## src/rtl/ip_rx_pkg.sv

```systemverilog
// Shared types and default sizing for the IP packet receive front end.
package ip_rx_pkg;

  typedef enum logic [1:0] {
    HEADER,
    PAYLOAD,
    DRAIN
  } rx_state_t;

  typedef logic [7:0] byte_t;

  localparam int DEF_HEADER_BYTES      = 13;
  localparam int DEF_MAX_PAYLOAD_BYTES = 1500;

endpackage

```

## src/rtl/ip_rx_out_reg.sv

```systemverilog
// Single-entry valid/ready register for the payload stream; reset drops any pending beat.
module ip_rx_out_reg
  import ip_rx_pkg::*;
(
  input  logic  clk,
  input  logic  srst,
  input  logic  in_valid,
  input  byte_t in_data,
  input  logic  in_last,
  output logic  in_ready,
  output logic  out_valid,
  output byte_t out_data,
  output logic  out_last,
  input  logic  out_ready
);

  logic  valid_reg;
  byte_t data_reg;
  logic  last_reg;

  // Refill in the same cycle the held beat drains, so continuous flow has no bubble.
  assign in_ready  = !valid_reg || out_ready;
  assign out_valid = valid_reg;
  assign out_data  = data_reg;
  assign out_last  = valid_reg && last_reg;

  always_ff @(posedge clk) begin
    if (srst) begin
      valid_reg <= 1'b0;
      data_reg  <= '0;
      last_reg  <= 1'b0;
    end else if (in_valid && in_ready) begin
      valid_reg <= 1'b1;
      data_reg  <= in_data;
      last_reg  <= in_last;
    end else if (out_ready) begin
      valid_reg <= 1'b0;
    end
  end

endmodule

```

## src/rtl/ip_packet_rx_byte_sequencer.sv

```systemverilog
// Numbers incoming bytes, writes the header bytes to the capture register and forwards payload.
// Define IP_RX_STATS_EN to build the saturating good/error packet counters.
module ip_packet_rx_byte_sequencer
  import ip_rx_pkg::*;
#(
  parameter int HEADER_BYTES      = DEF_HEADER_BYTES,
  parameter int BYTE_NUM_SIZE     = 4,
  parameter int MAX_PAYLOAD_BYTES = DEF_MAX_PAYLOAD_BYTES,
  parameter int LEN_SIZE          = 11
) (
  input  logic                     CLK,
  input  logic                     ARESET,
  input  logic [7:0]               S_TDATA,
  input  logic                     S_TVALID,
  input  logic                     S_TLAST,
  output logic                     S_TREADY,
  output logic                     WR_ENABLE,
  output logic [BYTE_NUM_SIZE-1:0] WR_BYTE_NUM,
  output logic [7:0]               WR_VALUE,
  output logic                     HEADER_DONE,
  output logic [7:0]               M_TDATA,
  output logic                     M_TVALID,
  output logic                     M_TLAST,
  input  logic                     M_TREADY,
  output logic [LEN_SIZE-1:0]      PAYLOAD_LEN,
  output logic                     PKT_DONE,
  output logic                     PKT_ERROR,
  output logic [15:0]              STAT_GOOD,
  output logic [15:0]              STAT_ERR
);

  localparam logic [BYTE_NUM_SIZE-1:0] LAST_IDX = BYTE_NUM_SIZE'(HEADER_BYTES - 1);
  localparam logic [LEN_SIZE-1:0]      MAX_LEN  = LEN_SIZE'(MAX_PAYLOAD_BYTES);

  rx_state_t                state_reg, state_next;
  logic [BYTE_NUM_SIZE-1:0] idx_reg, idx_next;
  logic [LEN_SIZE-1:0]      len_reg, len_next;
  logic                     wr_enable_reg, wr_enable_next;
  logic [BYTE_NUM_SIZE-1:0] wr_byte_num_reg;
  logic [7:0]               wr_value_reg;
  logic                     header_done_reg, header_done_next;
  logic                     pkt_done_reg, pkt_done_next;
  logic                     pkt_error_reg, pkt_error_next;
  logic                     out_in_ready, fwd_valid, accept, at_last_idx, over_limit;

  assign S_TREADY    = (state_reg == PAYLOAD) ? out_in_ready : 1'b1;
  assign accept      = S_TVALID && S_TREADY;
  assign at_last_idx = (idx_reg == LAST_IDX);
  assign over_limit  = (len_reg == MAX_LEN);

  ip_rx_out_reg u_out_reg (
    .clk      (CLK),
    .srst     (ARESET),
    .in_valid (fwd_valid),
    .in_data  (S_TDATA),
    .in_last  (S_TLAST),
    .in_ready (out_in_ready),
    .out_valid(M_TVALID),
    .out_data (M_TDATA),
    .out_last (M_TLAST),
    .out_ready(M_TREADY)
  );

  always_ff @(posedge CLK) begin
    if (ARESET) state_reg <= HEADER;
    else        state_reg <= state_next;
  end

  always_comb begin
    state_next = state_reg;
    case (state_reg)
      HEADER:  if (accept && at_last_idx && !S_TLAST) state_next = PAYLOAD;
      PAYLOAD: if (accept) begin
                 if (over_limit)   state_next = S_TLAST ? HEADER : DRAIN;
                 else if (S_TLAST) state_next = HEADER;
               end
      DRAIN:   if (accept && S_TLAST) state_next = HEADER;
      default: state_next = HEADER;
    endcase
  end

  always_comb begin
    wr_enable_next   = 1'b0;
    header_done_next = 1'b0;
    pkt_done_next    = 1'b0;
    pkt_error_next   = 1'b0;
    fwd_valid        = 1'b0;
    idx_next         = idx_reg;
    len_next         = len_reg;
    case (state_reg)
      HEADER: if (accept) begin
        wr_enable_next = 1'b1;
        idx_next       = idx_reg + 1'b1;
        if (at_last_idx) begin
          header_done_next = 1'b1;
          pkt_done_next    = S_TLAST;
          len_next         = '0;
          idx_next         = '0;
        end else if (S_TLAST) begin
          pkt_error_next = 1'b1;
          idx_next       = '0;
        end
      end
      // The byte that would overflow the limit is dropped, so a truncated packet never gets M_TLAST.
      PAYLOAD: if (accept) begin
        if (over_limit) begin
          pkt_error_next = 1'b1;
        end else begin
          fwd_valid     = 1'b1;
          len_next      = len_reg + 1'b1;
          pkt_done_next = S_TLAST;
        end
      end
      default: ;
    endcase
  end

  always_ff @(posedge CLK) begin
    if (ARESET) begin
      idx_reg         <= '0;
      len_reg         <= '0;
      wr_enable_reg   <= 1'b0;
      wr_byte_num_reg <= '0;
      wr_value_reg    <= '0;
      header_done_reg <= 1'b0;
      pkt_done_reg    <= 1'b0;
      pkt_error_reg   <= 1'b0;
    end else begin
      idx_reg         <= idx_next;
      len_reg         <= len_next;
      wr_enable_reg   <= wr_enable_next;
      header_done_reg <= header_done_next;
      pkt_done_reg    <= pkt_done_next;
      pkt_error_reg   <= pkt_error_next;
      if (wr_enable_next) begin
        wr_byte_num_reg <= idx_reg;
        wr_value_reg    <= S_TDATA;
      end
    end
  end

  assign WR_ENABLE   = wr_enable_reg;
  assign WR_BYTE_NUM = wr_byte_num_reg;
  assign WR_VALUE    = wr_value_reg;
  assign HEADER_DONE = header_done_reg;
  assign PKT_DONE    = pkt_done_reg;
  assign PKT_ERROR   = pkt_error_reg;
  assign PAYLOAD_LEN = len_reg;

`ifdef IP_RX_STATS_EN
  logic [1:0] stat_inc;
  assign stat_inc = {pkt_error_next, pkt_done_next};

  // Counters step alongside the registered pulse they count.
  for (genvar gi = 0; gi < 2; gi++) begin : g_stat
    logic [15:0] cnt_reg;
    always_ff @(posedge CLK) begin
      if (ARESET)                                   cnt_reg <= '0;
      else if (stat_inc[gi] && cnt_reg != 16'hFFFF) cnt_reg <= cnt_reg + 16'd1;
    end
  end

  assign STAT_GOOD = g_stat[0].cnt_reg;
  assign STAT_ERR  = g_stat[1].cnt_reg;
`else
  assign STAT_GOOD = '0;
  assign STAT_ERR  = '0;
`endif

endmodule
```

## config.mk

```make
export PLATFORM = sky130hd
export DESIGN_NAME = ip_packet_rx_byte_sequencer
export DESIGN_NICKNAME = d
export VERILOG_FILES = /design/src/rtl/ip_rx_pkg.sv /design/src/rtl/ip_rx_out_reg.sv /design/src/rtl/ip_packet_rx_byte_sequencer.sv
export SDC_FILE = /design/constraint.sdc
export NUM_CORES = 1
export LEC_CHECK = 0
export ABC_AREA = 1
export BUFFER_PORTS_ARGS = -buffer_cell sky130_fd_sc_hd__buf_2
export CAP_MARGIN = 20
export CORE_MARGIN = 1
export CORE_UTILIZATION = 35
export DETAILED_ROUTE_END_ITERATION = 10
export GPL_TIMING_DRIVEN = 0
export MAX_ROUTING_LAYER = met4
export PLACE_DENSITY_LB_ADDON = 0.2
export SLEW_MARGIN = 25
export SYNTH_ARGS = -nofsm -noshare
export SYNTH_HDL_FRONTEND = slang
export SYNTH_SLANG_ARGS = --single-unit
```

## constraint.sdc

```tcl
create_clock -name CLK -period 3.05 [get_ports CLK]
set_input_delay 0.1525 -clock CLK [delete_from_list [all_inputs] [get_ports CLK]]
set_output_delay 0.1525 -clock CLK [all_outputs]
set_load 0.02 [all_outputs]
```

==> results_dict.tcl, run 1 <==
set metrics [dict create \
    clk_pin_slew_ps 90 \
    cts_buffer_depth 2 \
    finalHoldViolations 0 \
    grt_max_degree 14 \
    seq_area_um2 861 \
    ys_ff_latch 43 \
    ios 83 \
    fin_nets 398 \
    finalMaxSlewViolations 0 \
    antenna_found_initial 0 \
    die_x_um 81.6 \
    ys_async_sr_fraction 0 \
    finClkSkew_ps 5.45 \
    vias 1926 \
    ir_drop_uv 287 \
    leakage_nw 1.37 \
    htreeDepth 2 \
    syn2layout_area_growth_pct 24.5 \
    port_buffers 50 \
    worst_setup_path_end_kind "flop" \
    min_period_over_period 0.547 \
    cts_tree "built" \
    period_minus_slack_ps 1670 \
    core_area_um2 6030 \
    max_cap_viol_count 0 \
    hold_buffers 0 \
    rows 28 \
    final_common_cell "buf_2" \
    remaining_drc_errors 0 \
    cts_resized 0 \
    first_global_vias 1698 \
    status "finished clean" \
    ys_types 32 \
    fin_area_um2 2760 \
    cp.required_ps 3250 \
    synthCells 293 \
    layout-drive-gt1-share 0.325 \
    dp_hpwl_um 3670 \
    fillCellCount 636 \
    critPathKind "flop to flop" \
    vias_per_cell 4.22 \
    clkSinkCount 43 \
    drt_iter0_drc 96 \
    die_y_um 81.6 \
    diodes 0 \
    final_cells 456 \
    yosysSeqAreaShare 0.388 \
    slew_headroom 0.583 \
    final_cell_mix "53 x buf_2, 49 x nand2_1, 43 x dfxtp_1, 41 x nor2_1" \
    power.density_nw_per_um2 396 \
    setup-violations-final 0 \
    rsz0062_at_grt "no" \
    clockRootBuffer "clkbuf_8" \
    gr-total-overflow 0 \
    cts_setup_buffers 0 \
    largest_reg_flops 11 \
    synth_area_um2 2220 \
    yosys_warnings 0 \
    first_pass_iters 4 \
    start_util 0.368 \
    grt.total_usage 0.158 \
    ant_nets 0 \
    cts-buffers-inserted 5 \
    wl_per_cell_um 10.6 \
    avgSynthCellArea_um2 7.57 \
    dieArea_um2 6660 \
    postPlaceCellArea_um2 2680 \
    cp-start-kind "flop" \
    fmax_ghz 0.599 \
    synthFlopType "dfxtp_1" \
    wl_um 4830 \
    synth_edf_count 0 \
    multi_input_area_um2 1090 \
    grt_pass1_wl_um 7830 \
    clock_latency_ps 300 \
    tightest_slew_ps 626 \
    gp_congestion 0.828 \
    crit_fanout 10 \
    cp_data_arrival_time_ps 1860 \
    dpl.cell_count 449 \
    tns_ps 0 \
    hold_class "primary input to flop" \
]
metal layers:
metal	GRT usage	part of all wire
met1	0.193	0.47
met2	0.253	0.46
met3	0.0467	0.057
met4	0.0421	0.010
met5	-	0
final timing paths:
check,slack [ps],startpoint,to,cells after the start
min reg2reg,480,WR_BYTE_NUM[0]$_SDFFE_PP0P_,WR_BYTE_NUM[0]$_SDFFE_PP0P_,2
max reg2reg,1380,PAYLOAD_LEN[0]$_SDFFE_PP0P_,u_out_reg.out_valid$_SDFFE_PP0P_,9
max,1380,PAYLOAD_LEN[0]$_SDFFE_PP0P_,u_out_reg.out_valid$_SDFFE_PP0P_,9
min,100,S_TDATA[2],u_out_reg.out_data[2]$_SDFFE_PP0P_,3
cell type report:
class | instances | area share
buffer | 39 | 0.102
clock buffer | 5 | 0.0249
clock inverter | 2 | 0.00498
inverter | 25 | 0.0358
multi-input combinational | 217 | 0.396
sequential | 43 | 0.312
tap | 75 | 0.0340
timing repair buffer | 50 | 0.0906
cells by family (layout without fill, tap and decap cells):
logic type | Yosys count | in the layout | share of synthesized area
AND/OR/NAND/NOR | 133 | 133 | 0.281
buffers and inverters | 64 | 121 | 0.171
flip-flops | 43 | 43 | 0.388
AO/OA/AOI/OAI | 42 | 42 | 0.111
XOR/XNOR | 6 | 6 | 0.0237
adder cells (fa/ha/maj) | 4 | 4 | 0.0226
other | 1 | 32 | 0.00169
where the power goes:
part	leakage [nW]	switching (W)	internal (W)	total, W
Combinational	0.973	0.0000949	0.0000538	0.000149
Clock	0.0440	0.000207	0.000157	0.000364
Sequential	0.350	0.00000658	0.000574	0.000580
Total	1.37	0.000308	0.000785	0.00109
per-stage QoR:
| step | power (W) | hold WS (ps) | setup WS (ps) | util |
|---|---|---|---|---|
| finish | 0.00109 | 101 | 1380 | 0.458 |
| global route | 0.00114 | 96.0 | 1220 | 0.458 |
| CTS | 0.00110 | 95.2 | 1360 | 0.458 |
| detailed placement | 0.000742 | 418 | 1370 | 0.445 |
| global placement | 0.000741 | 415 | 1380 | 0.445 |
| floorplan | 0.000708 | 289 | 1500 | - |
Yosys cell counts (2+ instances only):
cell type | number | share of area
nand2_1 | 49 | 0.083
dfxtp_1 | 43 | 0.39
nor2_1 | 41 | 0.069
buf_4 | 32 | 0.11
inv_1 | 22 | 0.037
o21ai_0 | 20 | 0.045
nand3_1 | 18 | 0.041
a21oi_1 | 11 | 0.025
nand2_2 | 11 | 0.031
a21oi_2 | 7 | 0.028
ha_1 | 4 | 0.023
xor2_1 | 4 | 0.016
buf_2 | 3 | 0.0068
nor2_2 | 3 | 0.0085
clkbuf_1 | 2 | 0.0034
inv_4 | 2 | 0.0056
nand4_1 | 2 | 0.0056
nand4_2 | 2 | 0.011
nor2_4 | 2 | 0.010
nor3_1 | 2 | 0.0045
xnor2_1 | 2 | 0.0079
worst max-delay path: stages (launching register included):
cell and delay, ps:
dfxtp_1 370, inv_1 80, ha_1 130, nand2_1 50, nor2_1 220, nand3_2 150
nand3_4 200, inv_4 60, buf_8 150, o21a_1 160
(Power assumes the default switching activity.)
==> run 2, diff against run 1 <==
clock period = 1.6 ns   (was 3.05 ns; I/O delays follow)
==> results_dict.tcl, run 2 (synthesis results as in run 1) <==
set metrics [dict create \
    gr-total-overflow 0 \
    clockRootBuffer "clkbuf_8" \
    remaining_drc_errors 0 \
    die_x_um 81.6 \
    syn2layout_area_growth_pct 27.5 \
    cts_buffer_depth 2 \
    r2r_slack_ps 110 \
    fin_area_um2 2830 \
    grt.total_usage 0.159 \
    final_common_cell "buf_2" \
    slew_headroom 0.597 \
    core_area_um2 6030 \
    finalHoldViolations 0 \
    dp_hpwl_um 3670 \
    period_minus_slack_ps 1490 \
    critPathKind "flop to flop" \
    max_cap_viol_count 0 \
    dieArea_um2 6660 \
    min_period_over_period 0.929 \
    cts-buffers-inserted 5 \
    port_buffers 50 \
    r2r_cells 9 \
    clk_pin_slew_ps 80 \
    clkSinkCount 43 \
    rsz0062_at_grt "no" \
    p_total_w 0.00208 \
    r2r_start "PAYLOAD_LEN[0]$_SDFFE_PP0P_" \
    wl_per_cell_um 10.7 \
    critPathCapture "u_out_reg.out_valid$_SDFFE_PP0P_" \
    hold_ws_ps 30.6 \
    layout-drive-gt1-share 0.346 \
    leakage_nw 1.36 \
    tightest_slew_ps 605 \
    power.density_nw_per_um2 735 \
    cts_tree "built" \
    diodes 0 \
    final_cell_mix "53 x buf_2, 47 x nand2_1, 41 x dfxtp_1, 40 x nor2_1, 33 x buf_4" \
    postPlaceCellArea_um2 2680 \
    drt_iter0_drc 82 \
    crit_start "PAYLOAD_LEN[0]$_SDFFE_PP0P_" \
    ant_nets 0 \
    first_pass_iters 4 \
    ios 83 \
    clock_latency_ps 300 \
    crit_fanout 10 \
    gp_congestion 0.828 \
    rows 28 \
    grt_pass1_wl_um 7870 \
    worst_setup_path_end_kind "flop" \
    start_util 0.368 \
    finalMaxSlewViolations 0 \
    wl_um 4900 \
    status "finished clean" \
    dpl.cell_count 449 \
    hold_buffers 0 \
    ir_drop_uv 549 \
    rr_endpoint "u_out_reg.out_valid$_SDFFE_PP0P_" \
    cp-start-kind "flop" \
    cp.required_ps 1790 \
    tns_ps 0 \
    htreeDepth 2 \
    setup-violations-final 0 \
    vias 1946 \
    cp_data_arrival_time_ps 1680 \
    final_cells 457 \
    vias_per_cell 4.26 \
    first_global_vias 1698 \
    fin_nets 399 \
    grt_max_degree 14 \
    fmax_ghz 0.673 \
    hold_class "primary input to flop" \
    antenna_found_initial 0 \
    largest_reg_flops 11 \
    die_y_um 81.6 \
    finClkSkew_ps 9.19 \
]
## run 2: cell count changes in the layout (fill, tap and decap cells not counted), sizes merged
| cell | before | now |
|---|---|---|
| buf | 87 | 88 |
## run 2: worst max-delay path, cell delays in order, from the launching register on
cell and delay (ps):
dfxtp_2 360, inv_1 60, ha_1 130, nand2_1 80, nor2_4 160, nand3_2 120
nand3_4 110, inv_4 50, buf_8 140, o21a_1 160
## run 2: where the power goes
group | internal [W] | switching [W]
logic | 0.000103 | 0.000184
registers | 0.00109 | 0.0000125
clock network | 0.000299 | 0.000387
## run 2: through the flow
stage           util  setup slack (ps)
2_1_floorplan      -              52.8
6_report       0.469               114
4_1_cts        0.461              18.3
3_5_place_dp   0.445             -75.7
3_3_place_gp   0.445             -65.4
5_1_grt        0.469              5.69
## run 2: layer usage
metal / vias to the layer above / part of all wire / GRT usage
met4: 0 / 0.0094 / 0.0421
met1: 841 / 0.46 / 0.193
met2: 48 / 0.47 / 0.257
li1: 1051 / - / -
met5: - / 0 / -
met3: 6 / 0.058 / 0.0467
## run 2: worst min-delay path by stage
| stage | cells past startpoint | slack, ps | start | to |
|---|---|---|---|---|
| 2_1_floorplan | 2 | 220 | S_TDATA[0] | u_out_reg.out_data[0]$_SDFFE_PP0P_ |
| 5_1_grt | 3 | 20 | S_TDATA[7] | u_out_reg.out_data[7]$_SDFFE_PP0P_ |
| 3_5_place_dp | 3 | 350 | S_TDATA[2] | u_out_reg.out_data[2]$_SDFFE_PP0P_ |
| 6_report | 3 | 30 | S_TDATA[2] | u_out_reg.out_data[2]$_SDFFE_PP0P_ |
| 4_1_cts | 3 | 20 | S_TDATA[7] | u_out_reg.out_data[7]$_SDFFE_PP0P_ |
| 3_3_place_gp | 3 | 340 | S_TDATA[3] | u_out_reg.out_data[3]$_SDFFE_PP0P_ |
## run 2: cell type report
class                   instances  area (um2)
fillers                       631        3200
multi-input cells             217        1150
flip-flops and latches         43         863
plain buffers                  39         282
repair buffers                 51         258
inverters                      25        98.8
well taps                      75        93.8
clock buffers                   5        68.8
clock inverters                 2        13.8
## run 2: what timing repair did
item | in CTS | in global routing
setup endpoints to repair | 16 | 23
gates resized for setup | 4 | 9
cloned | 0 | 0
buffers inserted | 0 | 1
pin swaps | 1 | 0
